===== src/rtl/byte_serial_adder.sv =====
// byte_serial_adder: multi-byte unsigned adder built around one 8-bit
// carry-lookahead adder. One byte is added per clock, LSB byte first, and
// the carry is registered between bytes. Result and carry-out are
// registered and held until the next completion.
// Optional feature macro: BYTE_SERIAL_ADDER_OVERFLOW_EN adds the 'ovf'
// output (two's-complement signed overflow of the completed addition).
//
//   state | meaning
//   ------+-----------------------------------------------------------
//   IDLE  | waiting for start; sum/cout hold the last result
//   RUN   | adding byte idx of the latched operands each cycle

module carrylookahead_adder_8bit (
  input  logic [7:0] a,
  input  logic [7:0] b,
  input  logic       cin,
  output logic [7:0] sum,
  output logic       cout
);

  logic [7:0] g;
  logic [7:0] p;
  logic [8:0] c;

  // Generate/propagate terms and the carry chain expanded from them
  always_comb begin
    g    = a & b;
    p    = a ^ b;
    c    = '0;
    c[0] = cin;
    for (int i = 0; i < 8; i++) begin
      c[i+1] = g[i] | (p[i] & c[i]);
    end
    sum  = p ^ c[7:0];
    cout = c[8];
  end

endmodule

module byte_serial_adder #(
  parameter int NBYTES = 4,
  localparam int W = 8 * NBYTES
) (
  input  logic         clk,
  input  logic         rst,
  input  logic         start,
  input  logic [W-1:0] a,
  input  logic [W-1:0] b,
  input  logic         cin,
  output logic         busy,
  output logic         done,
  output logic [W-1:0] sum,
  output logic         cout
`ifdef BYTE_SERIAL_ADDER_OVERFLOW_EN
  ,
  output logic         ovf
`endif
);

  localparam int IW = (NBYTES > 1) ? $clog2(NBYTES) : 1;
  localparam logic [IW-1:0] LAST_IDX = IW'(NBYTES - 1);

  typedef enum logic {IDLE = 1'b0, RUN = 1'b1} state_t;

  state_t        state;
  logic [W-1:0]  op_a;
  logic [W-1:0]  op_b;
  logic [W-1:0]  acc;
  logic [W-1:0]  acc_next;
  logic          carry;
  logic [IW-1:0] idx;

  logic [7:0]    cla_a;
  logic [7:0]    cla_b;
  logic [7:0]    cla_sum;
  logic          cla_cout;

  // Select the current byte of each latched operand for the shared CLA
  always_comb begin
    cla_a = op_a[idx*8 +: 8];
    cla_b = op_b[idx*8 +: 8];
  end

  carrylookahead_adder_8bit u_cla (
    .a    (cla_a),
    .b    (cla_b),
    .cin  (carry),
    .sum  (cla_sum),
    .cout (cla_cout)
  );

  // Accumulator with the current byte's sum merged in, so the final byte
  // is already present when the full result is copied to sum
  always_comb begin
    acc_next             = acc;
    acc_next[idx*8 +: 8] = cla_sum;
  end

  // Sequencing FSM with registered busy/done/sum/cout
  always_ff @(posedge clk) begin
    if (rst) begin
      state <= IDLE;
      op_a  <= '0;
      op_b  <= '0;
      acc   <= '0;
      carry <= 1'b0;
      idx   <= '0;
      busy  <= 1'b0;
      done  <= 1'b0;
      sum   <= '0;
      cout  <= 1'b0;
`ifdef BYTE_SERIAL_ADDER_OVERFLOW_EN
      ovf   <= 1'b0;
`endif
    end else begin
      done <= 1'b0;
      case (state)
        IDLE: begin
          if (start) begin
            op_a  <= a;
            op_b  <= b;
            carry <= cin;
            acc   <= '0;
            idx   <= '0;
            busy  <= 1'b1;
            state <= RUN;
          end
        end
        RUN: begin
          acc   <= acc_next;
          carry <= cla_cout;
          if (idx == LAST_IDX) begin
            sum   <= acc_next;
            cout  <= cla_cout;
`ifdef BYTE_SERIAL_ADDER_OVERFLOW_EN
            // carry into MSB xor carry out of MSB
            ovf   <= op_a[W-1] ^ op_b[W-1] ^ cla_sum[7] ^ cla_cout;
`endif
            done  <= 1'b1;
            busy  <= 1'b0;
            idx   <= '0;
            state <= IDLE;
          end else begin
            idx <= idx + IW'(1);
          end
        end
        default: state <= IDLE;
      endcase
    end
  end

endmodule


===== config.mk =====
export PLATFORM = sky130hd
export DESIGN_NAME = byte_serial_adder
export DESIGN_NICKNAME = d
export VERILOG_FILES = /design/src/rtl/byte_serial_adder.sv
export SDC_FILE = /design/constraint.sdc
export NUM_CORES = 1
export LEC_CHECK = 0
export BUFFER_PORTS_ARGS = -buffer_cell sky130_fd_sc_hd__buf_2
export CORE_UTILIZATION = 34
export CTS_BUF_LIST = sky130_fd_sc_hd__clkbuf_4
export DETAILED_ROUTE_END_ITERATION = 16
export PLACE_DENSITY = 0.51
export REMOVE_ABC_BUFFERS = 1
export SYNTH_ARGS = -nofsm -noshare
export SYNTH_HDL_FRONTEND = slang
export SYNTH_SLANG_ARGS = --single-unit

===== constraint.sdc =====
create_clock -name clk -period 8.6 [get_ports clk]
set_input_delay 0.86 -clock clk [delete_from_list [all_inputs] [get_ports clk]]
set_output_delay 0.86 -clock clk [all_outputs]
set_load 0.01 [all_outputs]

==> key figures, run 1 <==
CTS
  • Max clock buf depth: 2
  • CTS HTree Levels: 4
  • Clock sinks: 135
  • Root Driver: clkbuf_4
  • CTS Hold Buffers Added: 0
  • # resized after CTS: 0
  • Cts bufs inserted: 17
  • Clk_lat worst skew: 0.53 ns
  • CTS tree: done
  • Post-CTS Setup Repair Bufs: 0
  • Clock slew at reported path FFs: 0.10 ns

Logic synthesis
  • Async set-reset flop share out of synthesis: 0%
  • Distinct cells, synth: 38
  • Synth warn: 0
  • Synthesized area: 0.00559 mm^2
  • Synth Register Bits: 135
  • Sequential element share of the synthesized area: 48.3%
  • Leading area contributor after synthesis: dfxtp_1
  • Share of the synthesized area in the top cell type: 48.3%
  • Post-Synthesis Cells: 601
  • Synth area leaders: dfxtp_1 48%, nand2_1 9.2%, a21oi_1 6.4%
  • Post-synth EDFFs: 0
  • Mean Syn Cell Area: 9.30 um^2
  • Main synth FF type: dfxtp_1

STA
  • Hold Fails Final Rpt: 0
  • Max-slew violation count: 0
  • Slew headroom: 15.6%
  • Final setup margin: 3.92 ns
  • Fmax: 214 MHz
  • RSZ-0062 raised after global routing: false
  • Min Tclk post-route: 4.68 ns
  • Setup_tns: 0 ns
  • Fin crit share: 54.5%
  • Clock Skews: 0.0234 ns
  • # setup viols final: 0
  • Slew @ Worst Pin: 1.27 ns

Worst setup path
  • Worst EP required: 9.01 ns
  • Cells along the critical path: buf_4, mux4_2, fa_1, inv_1, fa_1, fa_1, fa_1, fa_1, fa_1, fa_1, inv_1, fa_1, nor2b_1, a22oi_1, nor2_1
  • Arrival @ worst endpoint: 5.10 ns
  • Crit Path Class: reg2reg
  • Max incr delay on CP: 0.46 ns
  • Crit-path max FO: 27
  • Worst r2r dst: acc[31]$_SDFFE_PP0P_
  • Worst path most repeated cell: fa_1
  • Critical path's slowest cell: fa_1
  • Worst Setup Start Kind: flip-flop
  • R2r worst-path depth: 15
  • Setup crit end kind: flip-flop
  • R2r setup slk: 3.92 ns
  • Reg-to-reg startpoint: idx[0]$_SDFFE_PP0P_

Place
  • DP Worst Slack: 3.93 ns
  • RePlAce Congestion: 0.772
  • Port buffer count: 102
  • Final HPWL DP: 9.87 mm

Floorplanning
  • Initial Util: 35.1%
  • Core ar.: 0.0159 mm^2
  • Cell Rows: 46
  • Chip Height: 130 um
  • Die Area: 0.0170 mm^2
  • Die width: 130 um
  • Num ports: 103

Layout
  • Commonest non-fill, non-tap cell in the layout: nand2_1
  • Layout Nets: 765
  • Filler Cell Count: 1670
  • Most frequent cells in the layout: 137 x nand2_1, 135 x dfxtp_1, 101 x buf_2, 72 x a21oi_1
  • Area growth syn-to-layout: 16.0%
  • Fraction of layout cells with a size suffix above 1: 23.1%
  • Antenna diode count: 0

Global route
  • Largest net degree at the start of global routing: 86
  • Initial antenna violation count: 0
  • Gr usage total: 17.9%
  • Total gr overflow: 0
  • First-pass GRT wire length: 22.9 mm
  • Number of global-route vias before repair: 4304

Routing
  • DR WL met2: 6.50 mm
  • Initial drt markers: 295
  • Final wirelength: 14.5 mm
  • Remaining DRCs: 0
  • Routed Antenna Nets: 0
  • Vias/cell: 4.99
  • Vias: 4549
  • M1 WL: 7.23 mm
  • Drt first pass iters: 4
  • Highest routing layer actually used: met4
  • Per-cell routed wire length: 15.9 um
  • Met3 wire length: 661 um

Flow run
  • Max Cap Viol: 0

Hold path
  • Worst Hold End: op_b[12]$_SDFFE_PP0P_
  • Hold Crit Depth: 2
  • Worst min path class: reg2reg
  • Hold path start: op_b[12]$_SDFFE_PP0P_

Power and ir drop
  • Worst IR drop on VDD: 110 uV
  • P_leak: 0.00253 uW
  • Power density over the cells: 190 mW/mm^2

Outcome
  • Status: completed
==> synth_stat cells (3+ instances only) <==
cell type,count
nand2_1,137
dfxtp_1,135
a21oi_1,72
a22oi_1,32
nor2_1,32
inv_1,23
buf_2,20
o31ai_1,18
a22o_1,16
mux4_2,16
buf_1,9
buf_4,9
nor3_1,9
a221oi_1,8
clkbuf_1,8
fa_1,8
ha_1,6
o21ai_0,6
nand2b_1,5
nand3_1,5
nor4bb_1,4
a32oi_1,3
nor2b_1,3
==> per-layer routing <==
metal	vias to the layer above	global-route usage, %
met5	-	0
met4	0	3.90
met3	6	4.67
met2	113	27.6
met1	2164	25.0
li1	2266	-
==> worst max path at each step <==
stage,cells after the start,startpoint,to
5_1_grt,15,idx[0]$_SDFFE_PP0P_,acc[31]$_SDFFE_PP0P_
3_5_place_dp,15,idx[0]$_SDFFE_PP0P_,acc[31]$_SDFFE_PP0P_
3_3_place_gp,14,idx[0]$_SDFFE_PP0P_,acc[15]$_SDFFE_PP0P_
6_report,15,idx[0]$_SDFFE_PP0P_,acc[31]$_SDFFE_PP0P_
4_1_cts,15,idx[0]$_SDFFE_PP0P_,acc[31]$_SDFFE_PP0P_
2_1_floorplan,13,idx[0]$_SDFFE_PP0P_,acc[15]$_SDFFE_PP0P_
==> stage by stage <==
| step | cell area [um^2] | utilization (%) | total power, uW | hold slack (ns) | std cells |
|---|---|---|---|---|---|
| after global placement | 6200 | 38.9 | 812 | 0.438 | 880 |
| after CTS | 6480 | 40.7 | 1240 | 0.462 | 912 |
| after detailed placement | 6200 | 38.9 | 815 | 0.447 | 880 |
| after floorplan | 5360 | - | 750 | 0.426 | 555 |
| after global routing | 6480 | 40.7 | 1290 | 0.480 | 912 |
| final | 6480 | 40.7 | 1230 | 0.460 | 912 |
==> kinds of logic (layout without fill, tap and decap cells) <==
family,after synthesis,in the layout,synth area share (%)
buf+inv,69,164,5.68
fa+ha+maj,14,14,4.21
compound gates,159,159,18.8
mux,20,20,7.47
simple gates,204,204,15.5
flops,135,135,48.3
==> flip-flops by register name, summed over array words and instances (netlist names) <==
name	count
acc	32
cout	1
sum	32
carry	1
op_b	32
op_a	32
busy	1
state	1
done	1
idx	2
==> power breakdown <==
part / internal [uW] / switching, uW
registers: 645 / 11.8
logic: 51.7 / 91.3
clock network: 205 / 224
total: 902 / 327
==> area by class of cell <==
class / count / area (um^2) / share of cell area, %
sequential: 135 / 2700 / 41.7
multi-input combinational: 397 / 2570 / 39.7
timing repair buffer: 109 / 566 / 8.72
tap: 216 / 270 / 4.17
clock buffer: 20 / 150 / 2.32
clock inverter: 12 / 134 / 2.06
inverter: 23 / 86.3 / 1.33
==> worst max-delay path: cells and delay by family (launching register included) <==
family                     cells  cell delay, ns
adders and majority gates      8            3.00
buffers and inverters          3            0.49
DFF                            1            0.32
muxes                          1            0.31
and+or+nand+nor                2            0.25
AOI/OAI and AO/OA              1            0.21
Power figures use the tool's default switching activity.
==> inputs of run 2 (changes only) <==
--- a/config.mk
+++ b/config.mk
@@ -9,7 +9,7 @@
 export CORE_UTILIZATION = 34
 export CTS_BUF_LIST = sky130_fd_sc_hd__clkbuf_4
 export DETAILED_ROUTE_END_ITERATION = 16
-export PLACE_DENSITY = 0.51
+export PLACE_DENSITY = 0.53
 export REMOVE_ABC_BUFFERS = 1
 export SYNTH_ARGS = -nofsm -noshare
 export SYNTH_HDL_FRONTEND = slang
==> constraint.sdc (replaced) <==
create_clock -name clk -period 4.1 [get_ports clk]
set_input_delay 0.41 -clock clk [delete_from_list [all_inputs] [get_ports clk]]
set_output_delay 0.41 -clock clk [all_outputs]
set_load 0.01 [all_outputs]
==> run 2 against run 1 <==
Non-clock buffer count increased by 9. Register-to-register slack got worse by 3.9 ns. Cell count increased by 0.77%. Utilization is 0.56 points higher. Clock skew fell by 0.00055 ns. Critical path type unchanged. Largest power group unchanged.
==> key figures, run 2 (synthesized netlist as in run 1, its figures left out) <==
Worst setup path
  • R2r worst-path depth: 14
  • Reg-to-reg startpoint: idx[1]$_SDFFE_PP0P_
  • Max incr delay on CP: 0.46 ns
  • Crit path launch: idx[1]$_SDFFE_PP0P_
  • Cells along the critical path: buf_4, mux4_2, inv_1, fa_2, fa_2, fa_2, fa_2, fa_2, fa_2, inv_2, fa_2, nor2b_4, a22oi_2, nor2_1
  • Worst r2r dst: acc[31]$_SDFFE_PP0P_
  • Crit-path max FO: 4
  • Arrival @ worst endpoint: 4.43 ns
  • R2r setup slk: 0.06 ns
  • Worst path top cell family by delay: adder cells
  • Worst path most repeated cell: fa_2
  • Worst Setup Start Kind: flip-flop
  • Crit Path Class: reg2reg
  • Worst EP required: 4.50 ns
  • Buffers and inverters on the worst path: 3
  • Setup crit end kind: flip-flop
  • Critical path's slowest cell: fa_2

Power and ir drop
  • Reg power frac: 54.6%
  • Sw Share: 27.0%
  • P_leak: 0.00258 uW
  • Power density over the cells: 382 mW/mm^2
  • Worst IR drop on VDD: 221 uV
  • Switch Pwr: 679 uW
  • Combinational power share: 12.7%
  • Clock power frac: 32.7%
  • Int Pwr: 1830 uW

Hold path
  • Hold Crit Depth: 3
  • Worst Hold End: op_a[23]$_SDFFE_PP0P_
  • Hold path start: a[23]
  • Worst min path class: in2reg

Floorplanning
  • Num ports: 103
  • Die width: 130 um
  • Core ar.: 0.0159 mm^2
  • Chip Height: 130 um
  • Cell Rows: 46
  • Die Area: 0.0170 mm^2
  • Initial Util: 35.1%

Layout
  • Area growth syn-to-layout: 17.6%
  • Antenna diode count: 0
  • Most frequent cells in the layout: 137 x nand2_1, 133 x dfxtp_1, 101 x buf_2, 72 x a21oi_1, 32 x nor2_1
  • Area of the multi-input gates: 0.00262 mm^2
  • Commonest non-fill, non-tap cell in the layout: nand2_1
  • Post-route cell area: 0.00657 mm^2
  • Layout Nets: 774
  • Filler Cell Count: 1674
  • Seq. cell area: 0.00271 mm^2
  • Fraction of layout cells with a size suffix above 1: 26.6%

Place
  • RePlAce Congestion: 0.776
  • Final HPWL DP: 9.94 mm
  • DP Worst Slack: -0.283 ns
  • Area after DPL: 0.00628 mm^2
  • Port buffer count: 102

Routing
  • Final wirelength: 14.5 mm
  • Drt first pass iters: 5
  • Vias/cell: 4.97
  • Remaining DRCs: 0
  • Vias: 4566
  • Per-cell routed wire length: 15.7 um
  • Initial drt markers: 204
  • Routed Antenna Nets: 0

STA
  • Clock Skews: 0.0229 ns
  • Setup_tns: 0 ns
  • Fin crit share: 98.5%
  • # setup viols final: 0
  • Slew headroom: 20.6%
  • Final setup margin: 0.0609 ns
  • Fmax: 248 MHz
  • Min Tclk post-route: 4.04 ns
  • Max-slew violation count: 0
  • Slew @ Worst Pin: 1.19 ns
  • Hold Fails Final Rpt: 0
  • Worst hold margin: 0.0871 ns
  • RSZ-0062 raised after global routing: true

CTS
  • Clock sinks: 135
  • CTS HTree Levels: 4
  • Clock slew at reported path FFs: 0.11 ns
  • Cts bufs inserted: 17
  • Root Driver: clkbuf_4
  • CTS tree: done
  • Clk_lat worst skew: 0.55 ns
  • CTS Hold Buffers Added: 0
  • Max clock buf depth: 2
  • Post-CTS Setup Repair Bufs: 0

Global route
  • Total gr overflow: 0
  • First-pass GRT wire length: 23.6 mm
  • Largest net degree at the start of global routing: 89
  • Initial antenna violation count: 0
  • Gr usage total: 18.3%
  • Number of global-route vias before repair: 4556

Flow run
  • Max Cap Viol: 0

Outcome
  • Status: completed
## run 2: cell count changes in the layout (fill, tap and decap cells not counted), sizes merged
cell | previous run | this run
buf | 109 | 118
bufinv | 3 | 2
clkbuf | 20 | 19
clkinv | 7 | 8
clkinvlp | 2 | 1
## run 2: timing repair
item / 4_1_cts / 5_1_grt
pin swaps: 1 / 1
gates resized for setup: 13 / 2
endpoints found under the setup margin: 8 / 4
## run 2: final cells by class
class	count	share of cell area [%]
inverters	23	1.31
clock inverters	11	1.67
well taps	216	4.11
repair buffers	118	9.63
flip-flops and latches	135	41.2
multi-input cells	397	39.9
clock buffers	19	2.17
## run 2: through the flow
step | utilization [%] | std cells | total power [uW]
final | 41.2 | 919 | 2510
after global placement | 39.4 | 889 | 1710
after detailed placement | 39.4 | 889 | 1720
after floorplan | - | 555 | 1570
after CTS | 41.2 | 919 | 2540
after global routing | 41.2 | 919 | 2630
## run 2: power groups by stage
stage / sequential, uW / clock (uW) / combinational, uW
floorplan: 1410 / 0 / 166
global placement: 1400 / 0 / 308
detailed placement: 1400 / 0 / 312
CTS: 1370 / 847 / 321
global route: 1380 / 898 / 352
finish: 1370 / 823 / 319
## run 2: worst reg2reg max path: cells and delay by family (launching register included)
kind	cells	cell delay, ns
adders and majority gates	7	2.60
DFF	1	0.37
muxes	1	0.32
buffers and inverters	3	0.27
AOI/OAI and AO/OA	1	0.12
and+or+nand+nor	2	0.22
## run 2: layer usage
| metal | vias to the layer above | track usage (%) | part of all wire, % |
|---|---|---|---|
| li1 | 2280 | - | - |
| met1 | 2164 | 24.6 | 48 |
| met2 | 110 | 28.6 | 46 |
| met3 | 12 | 4.47 | 4.9 |
| met4 | 0 | 6.57 | 1.3 |
| met5 | - | 0 | 0 |
## run 2: worst max path at each step
stage                                end  cells after the start
floorplan           acc[15]$_SDFFE_PP0P_                     13
global route        acc[31]$_SDFFE_PP0P_                     14
CTS                 acc[31]$_SDFFE_PP0P_                     14
finish              acc[31]$_SDFFE_PP0P_                     14
detailed placement  acc[31]$_SDFFE_PP0P_                     14
global placement    acc[31]$_SDFFE_PP0P_                     14
